`src/rtl/prince_cms_pkg.sv`:
```
// Shared constants for the first-order CMS-masked PRINCE S-box pipeline.
// The ANF masks are derived from the S-box table so the two cannot drift apart.
package prince_cms_pkg;

  localparam int NIB_W       = 4;
  localparam int NCOMP       = 16;
  localparam int LANE_RND_W  = 64;
  localparam int LANE_COMP_W = NIB_W * NCOMP;

  // Nibble i of the table is S(i), S(0) in the least significant nibble.
  localparam logic [63:0] SBOX_TABLE = 64'h4D5E_0876_19CA_23FB;

  function automatic logic [3:0] sbox4(input logic [3:0] a);
    return SBOX_TABLE[{a, 2'b00} +: 4];
  endfunction

  // Bit m of the result is the ANF coefficient of monomial m (bit3=x .. bit0=w)
  function automatic logic [15:0] anf_mask(input int b);
    logic [15:0] mask;
    logic [3:0]  m4;
    logic [3:0]  u4;
    logic [3:0]  nib;
    mask = 16'h0000;
    for (int m = 0; m < 16; m++) begin
      m4 = m[3:0];
      for (int u = 0; u < 16; u++) begin
        u4  = u[3:0];
        nib = sbox4(u4);
        if ((u4 & ~m4) == 4'b0000) begin
          mask[m] = mask[m] ^ nib[b];
        end else begin
          mask[m] = mask[m];
        end
      end
    end
    return mask;
  endfunction

  localparam logic [3:0][15:0] ANF_MASK = {anf_mask(3), anf_mask(2), anf_mask(1), anf_mask(0)};

  function automatic logic [3:0] unmask4(input logic [3:0] a, input logic [3:0] b);
    return a ^ b;
  endfunction

endpackage

```
`src/rtl/prince_sbox_cms_comp.sv`:
```
// One masked S-box lane: expands each output bit into 16 non-complete
// component shares and ring-refreshes them. Purely combinational.
module prince_sbox_cms_comp
  import prince_cms_pkg::*;
(
  input  logic [3:0]  sh0,
  input  logic [3:0]  sh1,
  input  logic [63:0] rnd,
  output logic [63:0] comp
);

  logic [3:0] sel_s;
  logic [3:0] vars_s;
  logic [3:0] mon_s;
  logic       f_s;

  // Component s picks share s[v] of each variable; variables outside a monomial are forced to 1.
  always_comb begin
    comp   = 64'h0;
    sel_s  = 4'b0000;
    vars_s = 4'b0000;
    mon_s  = 4'b0000;
    f_s    = 1'b0;
    for (int b = 0; b < 4; b++) begin
      for (int s = 0; s < 16; s++) begin
        sel_s  = s[3:0];
        vars_s = (sel_s & sh1) | (~sel_s & sh0);
        f_s    = 1'b0;
        for (int m = 0; m < 16; m++) begin
          mon_s = m[3:0];
          if (ANF_MASK[b][m] && ((sel_s & ~mon_s) == 4'b0000)) begin
            f_s = f_s ^ (&(vars_s | ~mon_s));
          end else begin
            f_s = f_s;
          end
        end
        comp[16*b+s] = f_s ^ rnd[16*b+s] ^ rnd[16*b+((s+1)%16)];
      end
    end
  end

endmodule

```
`src/rtl/prince_sbox_cms_pipe.sv`:
```
// Two-stage CMS-masked PRINCE S-box: registered refreshed components, then
// registered compression to two shares, with valid/ready on both sides.
module prince_sbox_cms_pipe
  import prince_cms_pkg::*;
#(
  parameter int NLANE = 1,
  parameter int RND_W = 64 * NLANE
) (
  input  logic                   clk,
  input  logic                   rst_n,
  input  logic                   in_valid,
  output logic                   in_ready,
  input  logic [NIB_W*NLANE-1:0] in_sh0,
  input  logic [NIB_W*NLANE-1:0] in_sh1,
  input  logic [RND_W-1:0]       rnd,
  output logic                   out_valid,
  input  logic                   out_ready,
  output logic [NIB_W*NLANE-1:0] out_sh0,
  output logic [NIB_W*NLANE-1:0] out_sh1
);

  localparam int DW = NIB_W * NLANE;
  localparam int CW = LANE_COMP_W * NLANE;

  logic [CW-1:0] comp_s;
  logic [CW-1:0] comp_r;
  logic [DW-1:0] cmp0_s;
  logic [DW-1:0] cmp1_s;
  logic [DW-1:0] sh0_r;
  logic [DW-1:0] sh1_r;
  logic          v1_r;
  logic          v2_r;
  logic          load1_s;
  logic          load2_s;

  for (genvar l = 0; l < NLANE; l++) begin : g_lane
    prince_sbox_cms_comp u_comp (
      .sh0  (in_sh0[NIB_W*l +: NIB_W]),
      .sh1  (in_sh1[NIB_W*l +: NIB_W]),
      .rnd  (rnd[LANE_RND_W*l +: LANE_RND_W]),
      .comp (comp_s[LANE_COMP_W*l +: LANE_COMP_W])
    );
  end

  // Pipeline advance conditions; stage 1 may load whenever stage 2 frees up.
  always_comb begin
    load2_s = 1'b0;
    load1_s = 1'b0;
    load2_s = !v2_r || out_ready;
    load1_s = !v1_r || load2_s;
  end

  assign in_ready = load1_s;

  // Compress registered components: sx=0 half forms share 0, sx=1 half share 1.
  always_comb begin
    cmp0_s = '0;
    cmp1_s = '0;
    for (int l = 0; l < NLANE; l++) begin
      for (int b = 0; b < NIB_W; b++) begin
        cmp0_s[NIB_W*l+b] = ^comp_r[LANE_COMP_W*l + 16*b +: 8];
        cmp1_s[NIB_W*l+b] = ^comp_r[LANE_COMP_W*l + 16*b + 8 +: 8];
      end
    end
  end

  // Stage 1: refreshed component register; data only captured on a real transfer.
  always_ff @(posedge clk or negedge rst_n) begin
    if (!rst_n) begin
      v1_r   <= 1'b0;
      comp_r <= '0;
    end else if (load1_s) begin
      v1_r <= in_valid;
      if (in_valid) begin
        comp_r <= comp_s;
      end else begin
        comp_r <= comp_r;
      end
    end else begin
      v1_r   <= v1_r;
      comp_r <= comp_r;
    end
  end

  // Stage 2: compressed output shares.
  always_ff @(posedge clk or negedge rst_n) begin
    if (!rst_n) begin
      v2_r  <= 1'b0;
      sh0_r <= '0;
      sh1_r <= '0;
    end else if (load2_s) begin
      v2_r <= v1_r;
      if (v1_r) begin
        sh0_r <= cmp0_s;
        sh1_r <= cmp1_s;
      end else begin
        sh0_r <= sh0_r;
        sh1_r <= sh1_r;
      end
    end else begin
      v2_r  <= v2_r;
      sh0_r <= sh0_r;
      sh1_r <= sh1_r;
    end
  end

  assign out_valid = v2_r;
  assign out_sh0   = sh0_r;
  assign out_sh1   = sh1_r;

endmodule

```
`config.mk`:
```
export PLATFORM = sky130hd
export DESIGN_NAME = prince_sbox_cms_pipe
export DESIGN_NICKNAME = d
export VERILOG_FILES = /design/src/rtl/prince_cms_pkg.sv /design/src/rtl/prince_sbox_cms_comp.sv /design/src/rtl/prince_sbox_cms_pipe.sv
export SDC_FILE = /design/constraint.sdc
export NUM_CORES = 1
export LEC_CHECK = 0
export BUFFER_PORTS_ARGS = -buffer_cell sky130_fd_sc_hd__clkbuf_2
export CAP_MARGIN = 20
export CORE_MARGIN = 8
export CORE_UTILIZATION = 40
export DETAILED_ROUTE_END_ITERATION = 10
export PLACE_DENSITY = 0.66
export SLEW_MARGIN = 20
export SYNTH_ARGS = -nofsm -noshare
export SYNTH_HDL_FRONTEND = slang
export SYNTH_SLANG_ARGS = --single-unit
```
`constraint.sdc`:
```
create_clock -name clk -period 1.3 [get_ports clk]
set_input_delay 0.065 -clock clk [delete_from_list [all_inputs] [get_ports clk]]
set_output_delay 0.065 -clock clk [all_outputs]
set_load 0.02 [all_outputs]
```
Yosys cells after proc, flatten, opt, wreduce, memory -nomap -nowiden
Index checks and enable logic that the tools add are counted.
{ "totals": {"regBits": 74, "inputBits": 76, "output_inout_bits": 10} }
{ "op_classes": {"bitwise_logic": 202, "reduce_logical": 70} }
{ "op_table": {"columns": ["operator", "n"], "rows": [
  ["$xor 1x1->1", 185],
  ["$reduce_and 3->1", 32],
  ["$reduce_xor 8->1", 8],
  ["$reduce_and 2->1", 26],
  ["$or 4x3->4", 4],
  ["$or 3x4->4", 3],
  ["$or 2x4->4", 2],
  ["$or 4x2->4", 2],
  ["$or 1x4->4", 1],
  ["$or 4x1->4", 1],
  ["$not 1->1", 3],
  ["$or 3x1->3 const B", 1],
  ["$logic_not 1->1", 2],
  ["$logic_or 1x1->1", 2]
]} }

Longest topological paths before layout
Gate-level depths: netlist (run 1).
{ "logic_depth": {"depth_word": 10, "ltp_mapped": 6, "depth_no_buf": 4} }

Modules after synthesis
A second synthesis (run 1) with hierarchy kept.
{ "hier_totals": {"hier_cells": 421, "area_unflattened_um2": 4988.5} }
{ "by_module_without_submodules": {"columns": ["module", "n_inst", "cells_each", "area_each_um2"], "rows": [
  ["prince_sbox_cms_pipe", 1, 223, 3545.9],
  ["prince_sbox_cms_comp", 1, 198, 1442.6]
]} }

Least setup slack after synthesis (run 1)
OpenSTA, ideal clock, no wires.
{ "synth_path": {"kind": "reg-to-reg", "start": "register v2_r, in the netlist out_valid", "end": "register comp_r[55]", "arrival_time_ps": 1345, "t_required_ps": 1164, "path_slack_ps": -181, "stages_incl_launch_ff": 5, "path_buffers": 1, "path_cell_list": "dfrtp_1 nand3b_1 nand2_2 clkbuf_1 o21ai_0"} }
{ "synth_via": {"elab_chain_cells": 4} }
{ "synth_rtl": {"columns": ["item", "line_no", "rtl"], "rows": [
  ["from (decl)", "prince_sbox_cms_pipe.sv:32", "logic v2_r;"],
  ["from (signal assigned)", "prince_sbox_cms_pipe.sv:92", "v2_r <= v1_r;"],
  ["from (signal assigned)", "prince_sbox_cms_pipe.sv:101", "v2_r <= v2_r;"],
  ["$logic_not 1->1", "prince_sbox_cms_pipe.sv:49", "load2_s = !v2_r || out_ready;"],
  ["$logic_or 1x1->1", "prince_sbox_cms_pipe.sv:49", null],
  ["$logic_or 1x1->1", "prince_sbox_cms_pipe.sv:50", "load1_s = !v1_r || load2_s;"],
  ["net in_ready", "prince_sbox_cms_pipe.sv:12", "output logic in_ready,"],
  ["$reduce_and 2->1 (no source line)", null, null],
  ["to (signal assigned)", "prince_sbox_cms_pipe.sv:75", "comp_r <= comp_s;"],
  ["to (signal assigned)", "prince_sbox_cms_pipe.sv:77", "comp_r <= comp_r;"],
  ["to (signal assigned)", "prince_sbox_cms_pipe.sv:81", "comp_r <= comp_r;"],
  ["to (decl)", "prince_sbox_cms_pipe.sv:26", "logic [CW-1:0] comp_r;"]
]} }
The timed path passes the listed nets, and every way through them passes these cells.
A chain may end at the register's enable or synchronous reset.

Final worst setup path (run 1)
{ "layout_path": {"start": "register v2_r, in the netlist out_valid", "end": "register comp_r[20]"} }
{ "layout_via": {"elab_chain_cells": 4} }
{ "layout_rtl": {"columns": ["item", "line_no"], "rows": [
  ["$logic_not 1->1", "prince_sbox_cms_pipe.sv:49"],
  ["$logic_or 1x1->1", "prince_sbox_cms_pipe.sv:49"],
  ["$logic_or 1x1->1", "prince_sbox_cms_pipe.sv:50"],
  ["$reduce_and 2->1 (no source line)", null]
]} }
Every way passes these cells.

==> reports/qor.txt, run 1 <==
LOGIC SYNTHESIS
--------------------------------------------------------------------------------------------
Most used standard cells in the synthesized netlist ........................... xnor2_1, nand2_1, dfrtp_1, o21ai_0, o21ai_1
EDFF count, synth .............................................................            0
Count of unique library cells instantiated by Yosys ...........................           29
Synth Area in Adders ..........................................................           0%
Post-synthesis instance total .................................................          488
Syn_area_per_cell .............................................................    9.29 um^2
Basic-gate share of the synthesized area counting and, or, nand and nor cells .        12.7%
Total nets after synthesis ....................................................          564
FF+latch count, synth .........................................................           74
Largest area contributor in the netlist .......................................      dfrtp_1
Main combinational cell family by area after synthesis ........................ XOR/XNOR gates
Fraction of synthesized cell area taken by the top area cell type .............        40.9%
Xor/xnor share of the synthesized area ........................................        33.0%
Proportion of synthesized chip area in sequential cells .......................        40.9%
Primary FF master, synth ......................................................      dfrtp_1
Compound-Gate Fraction of Synth Area ..........................................        10.0%
Share of synthesized flip-flops with an asynchronous set or reset .............         100%
Library cell with the highest instance count after synthesis ..................      xnor2_1
Top area cells in the synthesized netlist ..................................... dfrtp_1, xnor2_1, nand2_1, o21ai_0, xor2_1
Mux cell area share after synthesis ...........................................       0.248%
Post-synthesis instance area ..................................................    4530 um^2
Total number of yosys warnings ................................................            0

CTS
--------------------------------------------------------------------------------------------
Root buf cell .................................................................    clkbuf_16
CTS clk-pin slew, worst paths .................................................      0.05 ns
Clock tree from TritonCTS .....................................................         done
Clock network latency to the later pin of the worst-skew pair .................      0.33 ns
Number of levels in the clock H-tree ..........................................            3
Total clock sinks .............................................................           74
Largest buffer count on any clock path ........................................            2
Number of clock buffers inserted by TritonCTS .................................            9

GRT
--------------------------------------------------------------------------------------------
Tot GR Track Use ..............................................................        14.6%
Global route overflow .........................................................            0
Largest net degree at the start of global routing .............................           75
Number of global-route vias before repair .....................................         3499
Number of antenna violations at the first check in global routing .............            0
First-pass GRT wire length ....................................................     17100 um

PLACED DESIGN
--------------------------------------------------------------------------------------------
Number of placed instances, taps included .....................................          708
DP Wirelength .................................................................      8270 um
Final estimated routing congestion in global placement ........................        0.830
Number of I/O port buffers ....................................................           85

TIMING
--------------------------------------------------------------------------------------------
Final Hold Fails ..............................................................            0
Actual transition at the worst max-transition pin .............................     0.404 ns
RSZ-0062 raised after global routing ..........................................         true
Crit path time final ..........................................................      1.28 ns
Final total negative setup slack ..............................................         0 ns
Setup Skew ....................................................................   0.00418 ns
Max frequency .................................................................      779 MHz
Final setup vio count .........................................................            0
Relative slew margins .........................................................        73.1%
Number of slew-limit violations in the final report ...........................            0
Share of the clock period used by the worst path ..............................        98.8%

ROUTING
--------------------------------------------------------------------------------------------
WL/cell .......................................................................      14.6 um
Starting DRT DRC Count ........................................................          197
Count of vias placed by the detailed router ...................................         3478
Remaining antenna violation count after routing ...............................            0
Number of DRC violations after detailed routing ...............................            0
Total detailed-routing wirelength .............................................     10600 um
Detailed Routing Iterations Pass 1 ............................................            5
Detail-routed via count per cell ..............................................         4.78

POWER AND IR DROP
--------------------------------------------------------------------------------------------
Leakage dissipation ...........................................................      2.35 nW
Comb power frac ...............................................................        32.0%
Part of the total power dissipated in sequential elements .....................        36.0%
Worst vdd rail ir drop ........................................................   0.000648 V
P_sw ..........................................................................      2.61 mW
Fraction of power consumed by the clock network ...............................        31.9%
Sw Ratio ......................................................................        29.9%
PD cells ...................................................................... 1560 nW/um^2
Internal Pwr Total ............................................................      6.10 mW

DIE
--------------------------------------------------------------------------------------------
Starting density of the core ..................................................        40.4%
Area of the core region .......................................................   11200 um^2
Die extent in x ...............................................................       122 um
Vert. Die Dim .................................................................       122 um
Top-level port count ..........................................................           86
Die area ......................................................................   15000 um^2
Number of standard-cell rows in the floorplan .................................           39

STATUS
--------------------------------------------------------------------------------------------
Result of the run ............................................................. finished, final reports clean

CRITICAL PATH
--------------------------------------------------------------------------------------------
Required time at the endpoint of the critical path ............................      1.51 ns
Critical Path AT ..............................................................      1.50 ns
Largest driver fanout on the critical path ....................................            4
Startpoint Class ..............................................................    flip-flop
Crit Path Class ...............................................................   reg -> reg
Endpoint class of the critical path ...........................................    flip-flop

FLOW RUN
--------------------------------------------------------------------------------------------
Count of max-cap constraint violations ........................................            0

FINISH
--------------------------------------------------------------------------------------------
Fin util ......................................................................        49.8%
Final cell count without fillers ..............................................          727
Fraction of layout cells with a size suffix above 1 ...........................        22.1%
Layout overhead on the synthesized area .......................................        23.2%
Number of antenna diodes ......................................................            0
Net count reported at finish ..................................................          655

WORST HOLD PATH
--------------------------------------------------------------------------------------------
Hold Path Class ...............................................................    in -> reg

==> layout make-up <==
type / count / area, um^2
Tap cell: 143 / 179
Clock inverter: 6 / 105
Fill cell: 1072 / 5640
Timing Repair Buffer: 104 / 623
Inverter: 2 / 7.51
Sequential cell: 74 / 1850
Clock buffer: 10 / 229
Multi-Input combinational cell: 388 / 2590
==> cell families after synthesis <==
kind of cell	Yosys count
and+or+nand+nor	131
AOI/OAI and AO/OA	85
DFF	74
xor gates and xnor gates	171
muxes	1
buffers and inverters	26
==> registers in the layout (all words and copies together), names as in the netlist <==
register	flops
out_sh1	4
comp_r	64
v1_r	1
out_valid	1
out_sh0	4
==> cells in the final DEF (no fill, tap or decap), types with 9 or more instances in the layout <==
cell	netlist	routed
o21ai_1	26	38
nand2_1	81	75
nor2_1	10	10
buf_4	8	13
o21ai_0	44	32
dfrtp_1	74	73
clkbuf_2	0	84
xnor2_1	154	154
clkbuf_16	0	9
nand2b_1	9	9
nand3_1	19	19
xor2_1	17	17
==> power by group through the flow <==
stage / registers, mW / clock network [mW] / logic, mW
CTS: 3.14 / 2.84 / 2.80
detailed placement: 3.18 / 0 / 2.77
global route: 3.20 / 2.93 / 3.10
finish: 3.14 / 2.78 / 2.79
floorplan: 3.27 / 0 / 1.95
global placement: 3.16 / 0 / 2.71
==> per-layer routing <==
metal	GRT usage (%)	share of wire, %	up-vias
met5	0	0	-
met4	5.94	2.2	0
met3	4.92	6.1	19
met2	23.6	48	86
met1	17.6	43	1608
li1	-	-	1765
==> final timing paths <==
kind,slack (ns),to,startpoint,cells after the start
worst max register to register,0.02,comp_r[20],out_valid,3
worst max-delay path,0.02,comp_r[20],out_valid,3
min in group asynchronous,0.29,comp_r[31],rst_n,3
worst min-delay path,0.04,out_valid,out_ready,3
worst min register to register,0.48,out_sh1[1],out_sh1[1],2
max in group asynchronous,0.68,comp_r[5],rst_n,3
==> worst max-delay path: stages (launching register included) <==
cell      delay (ns)
dfrtp_2         0.41
nand3b_1        0.19
and2_1          0.23
mux2_2          0.35
==> timing repair <==
| item | in CTS | in global routing |
|---|---|---|
| gates resized for setup | 2 | 20 |
| endpoints found under the hold margin | 75 | 0 |
| setup buffers | 1 | 0 |
| endpoints found under the setup margin | 1 | 26 |
| hold buffers | 2 | 0 |
| pin swaps | 2 | 5 |
==> metrics by stage <==
stage               power (mW)  hold slack, ns  setup slack, ns  cell area, um^2
floorplan                 5.22          -0.231           -0.124             4540
global placement          5.87           0.128           0.0557             5180
detailed placement        5.95           0.130          -0.0235             5180
CTS                       8.79          0.0412          0.00744             5550
global route              9.23          0.0539          -0.0522             5580
finish                    8.71          0.0421           0.0156             5580
Note: power is estimated with default switching activity, not from simulation.
==> run 2, diff against run 1 <==
--- a/config.mk
+++ b/config.mk
@@ -7,10 +7,13 @@
 export LEC_CHECK = 0
 export BUFFER_PORTS_ARGS = -buffer_cell sky130_fd_sc_hd__clkbuf_2
 export CAP_MARGIN = 20
+export CELL_PAD_IN_SITES_DETAIL_PLACEMENT = 1
+export CELL_PAD_IN_SITES_GLOBAL_PLACEMENT = 2
 export CORE_MARGIN = 8
-export CORE_UTILIZATION = 40
+export CORE_UTILIZATION = 34
 export DETAILED_ROUTE_END_ITERATION = 10
-export PLACE_DENSITY = 0.66
+export PLACE_DENSITY = 0.85
+export REMOVE_ABC_BUFFERS = 1
 export SLEW_MARGIN = 20
 export SYNTH_ARGS = -nofsm -noshare
 export SYNTH_HDL_FRONTEND = slang
==> run 2 against run 1 <==
  * Die area is 15% higher
  * Worst hold slack worse by 0.0023 ns
  * Register-to-register slack better by 0.02 ns
  * Critical endpoint is now comp_r[61]
  * Non-clock buffer count is 3 higher
  * Largest cell class unchanged
  * Routed wire length is 18% higher
  * Final cell count is 5.1% higher
  * Design area is 1.0% higher
  * Global-route usage is 0.46 points lower
  * Via count is 3.1% higher
  * Clock power is 8.3% lower
  * Combinational power is 3% higher
==> reports/qor.txt, run 2 (synthesis gave the netlist of run 1 again) <==
STATUS
--------------------------------------------------------------------------------
Result of the run ................................................. finished, final reports clean

FINISH
--------------------------------------------------------------------------------
Number of flip-flops under the largest register name ..............           64
Register with the highest flop count ..............................       comp_r
Most used cells in the layout excluding fill and tap cells ........ xnor2_1, clkbuf_2, nand2_1
Layout overhead on the synthesized area ...........................        24.5%
Most common cell after layout, fill and taps aside ................      xnor2_1
Fillers ...........................................................         1562
Post-route cell area ..............................................    5640 um^2
Net count reported at finish ......................................          659
Fraction of layout cells with a size suffix above 1 ...............        21.6%
Number of antenna diodes ..........................................            0

WORST HOLD PATH
--------------------------------------------------------------------------------
End of the worst hold path ........................................   comp_r[63]
Hold Path Class ...................................................    in -> reg
Launch instance of the worst min-delay path .......................      rnd[63]
Hold depth ........................................................            3

GRT
--------------------------------------------------------------------------------
Tot GR Track Use ..................................................        14.1%
Global route overflow .............................................            0
Largest net degree at the start of global routing .................           75
Grt met3 use ......................................................        3.96%
GR met1 Demand/Resource ...........................................        17.3%
Met2 track utilization from global routing ........................        24.0%
Number of antenna violations at the first check in global routing .            0
Number of global-route vias before repair .........................         3909
First-pass GRT wire length ........................................     19800 um
GR peak layer .....................................................         met2

ROUTING
--------------------------------------------------------------------------------
Total detailed-routing wirelength .................................     12500 um
Starting DRT DRC Count ............................................          148
Detail-routed via count per cell ..................................         4.69
Detailed Routing Iterations Pass 1 ................................            4
Count of vias placed by the detailed router .......................         3586
Number of DRC violations after detailed routing ...................            0
Remaining antenna violation count after routing ...................            0
WL/cell ...........................................................      16.4 um

CRITICAL PATH
--------------------------------------------------------------------------------
Flop-to-flop setup slack ..........................................      0.03 ns
Critical Path AT ..................................................      1.48 ns
Crit Path Class ...................................................   reg -> reg
Start of the worst register-to-register path ......................         v1_r
Largest driver fanout on the critical path ........................           12
Startpoint Class ..................................................    flip-flop
Endpoint class of the critical path ...............................    flip-flop
Endpoint of the lowest-slack register-to-register path ............   comp_r[61]
Required time at the endpoint of the critical path ................      1.51 ns
Depth of the worst register-to-register path ......................            6

TIMING
--------------------------------------------------------------------------------
Max frequency .....................................................      788 MHz
Relative slew margins .............................................        71.8%
Final setup vio count .............................................            0
Share of the clock period used by the worst path ..................        97.6%
Final total negative setup slack ..................................         0 ns
Crit path time final ..............................................      1.27 ns
Number of slew-limit violations in the final report ...............            0
Setup Skew ........................................................   0.00983 ns
Final Worst Setup Slack ...........................................    0.0313 ns
Hold slack ........................................................    0.0398 ns
Final Hold Fails ..................................................            0
Actual transition at the worst max-transition pin .................     0.423 ns

PLACED DESIGN
--------------------------------------------------------------------------------
Number of I/O port buffers ........................................           85
Final estimated routing congestion in global placement ............        0.810
Area after DPL ....................................................    5220 um^2
DP Wirelength .....................................................      9130 um
DP Worst Slack ....................................................   0.00958 ns

CTS
--------------------------------------------------------------------------------
Total clock sinks .................................................           74
Largest buffer count on any clock path ............................            2
Number of levels in the clock H-tree ..............................            3
CTS clk-pin slew, worst paths .....................................      0.06 ns
Number of clock buffers inserted by TritonCTS .....................            9
Clock tree from TritonCTS .........................................         done
Root buf cell .....................................................    clkbuf_16
Clock network latency to the later pin of the worst-skew pair .....      0.34 ns

POWER AND IR DROP
--------------------------------------------------------------------------------
Internal Pwr Total ................................................      5.75 mW
Leakage dissipation ...............................................      2.37 nW
P_sw ..............................................................      2.82 mW
Total power after layout ..........................................      8.57 mW
Part of the total power dissipated in sequential elements .........        36.6%
Sw Ratio ..........................................................        32.9%
PD cells .......................................................... 1520 nW/um^2
Fraction of power consumed by the clock network ...................        29.7%
Worst vdd rail ir drop ............................................   0.000569 V
Comb power frac ...................................................        33.6%

DIE
--------------------------------------------------------------------------------
Number of standard-cell rows in the floorplan .....................           42
Top-level port count ..............................................           86
Die extent in x ...................................................       131 um
Area of the core region ...........................................   13100 um^2
Vert. Die Dim .....................................................       131 um
Die area ..........................................................   17300 um^2
Starting density of the core ......................................        34.5%

FLOW RUN
--------------------------------------------------------------------------------
Count of max-cap constraint violations ............................            0

run 2: worst max-delay path by stage:
stage	start	depth (start not counted)	slack, ns	to
3_3_place_gp	in_sh0[1]	5	0.07	comp_r[20]
2_1_floorplan	out_valid	4	-1.01	comp_r[0]
3_5_place_dp	in_sh0[1]	5	0.01	comp_r[1]
6_report	v1_r	6	0.03	comp_r[61]
5_1_grt	out_valid	6	-0.02	comp_r[23]
4_1_cts	out_valid	3	0.06	comp_r[20]
run 2: power groups by stage:
stage | combinational (mW) | sequential (mW) | clock (mW)
final | 2.88 | 3.14 | 2.55
after global routing | 3.22 | 3.21 | 2.71
after CTS | 2.87 | 3.15 | 2.60
after detailed placement | 2.85 | 3.19 | 0
after global placement | 2.75 | 3.16 | 0
after floorplan | 1.87 | 3.27 | 0
run 2: stage by stage:
step / cells / utilization [%]
global route: 764 / 42.9
detailed placement: 741 / 39.7
finish: 764 / 42.9
floorplan: 464 / -
global placement: 741 / 39.7
CTS: 758 / 42.1
run 2: worst max-delay path: stages (launching register included):
cell       delay, ns
dfrtp_1         0.39
nand3b_1        0.09
buf_4           0.16
nand2_2         0.14
clkbuf_16       0.21
nand2_1         0.06
o21ai_0         0.08
run 2: final cells by class:
class,count,area [um^2],share of cell area [%]
clock inverters,7,77.6,1.38
inverters,2,7.51,0.133
flip-flops and latches,74,1850,32.8
clock buffers,9,225,3.99
multi-input cells,389,2560,45.3
repair buffers,107,703,12.5
well taps,176,220,3.90
run 2: what timing repair did:
item | in CTS | in global routing
endpoints found under the setup margin | 0 | 33
hold endpoints to repair | 74 | 0
setup buffers | 0 | 1
resized for setup | 0 | 4
hold buffers | 1 | 0
run 2: metal layers:
metal,vias up,wire (um)
li1,1773,-
met1,1725,5580
met2,71,6190
met3,17,533
met4,0,204
met5,-,0
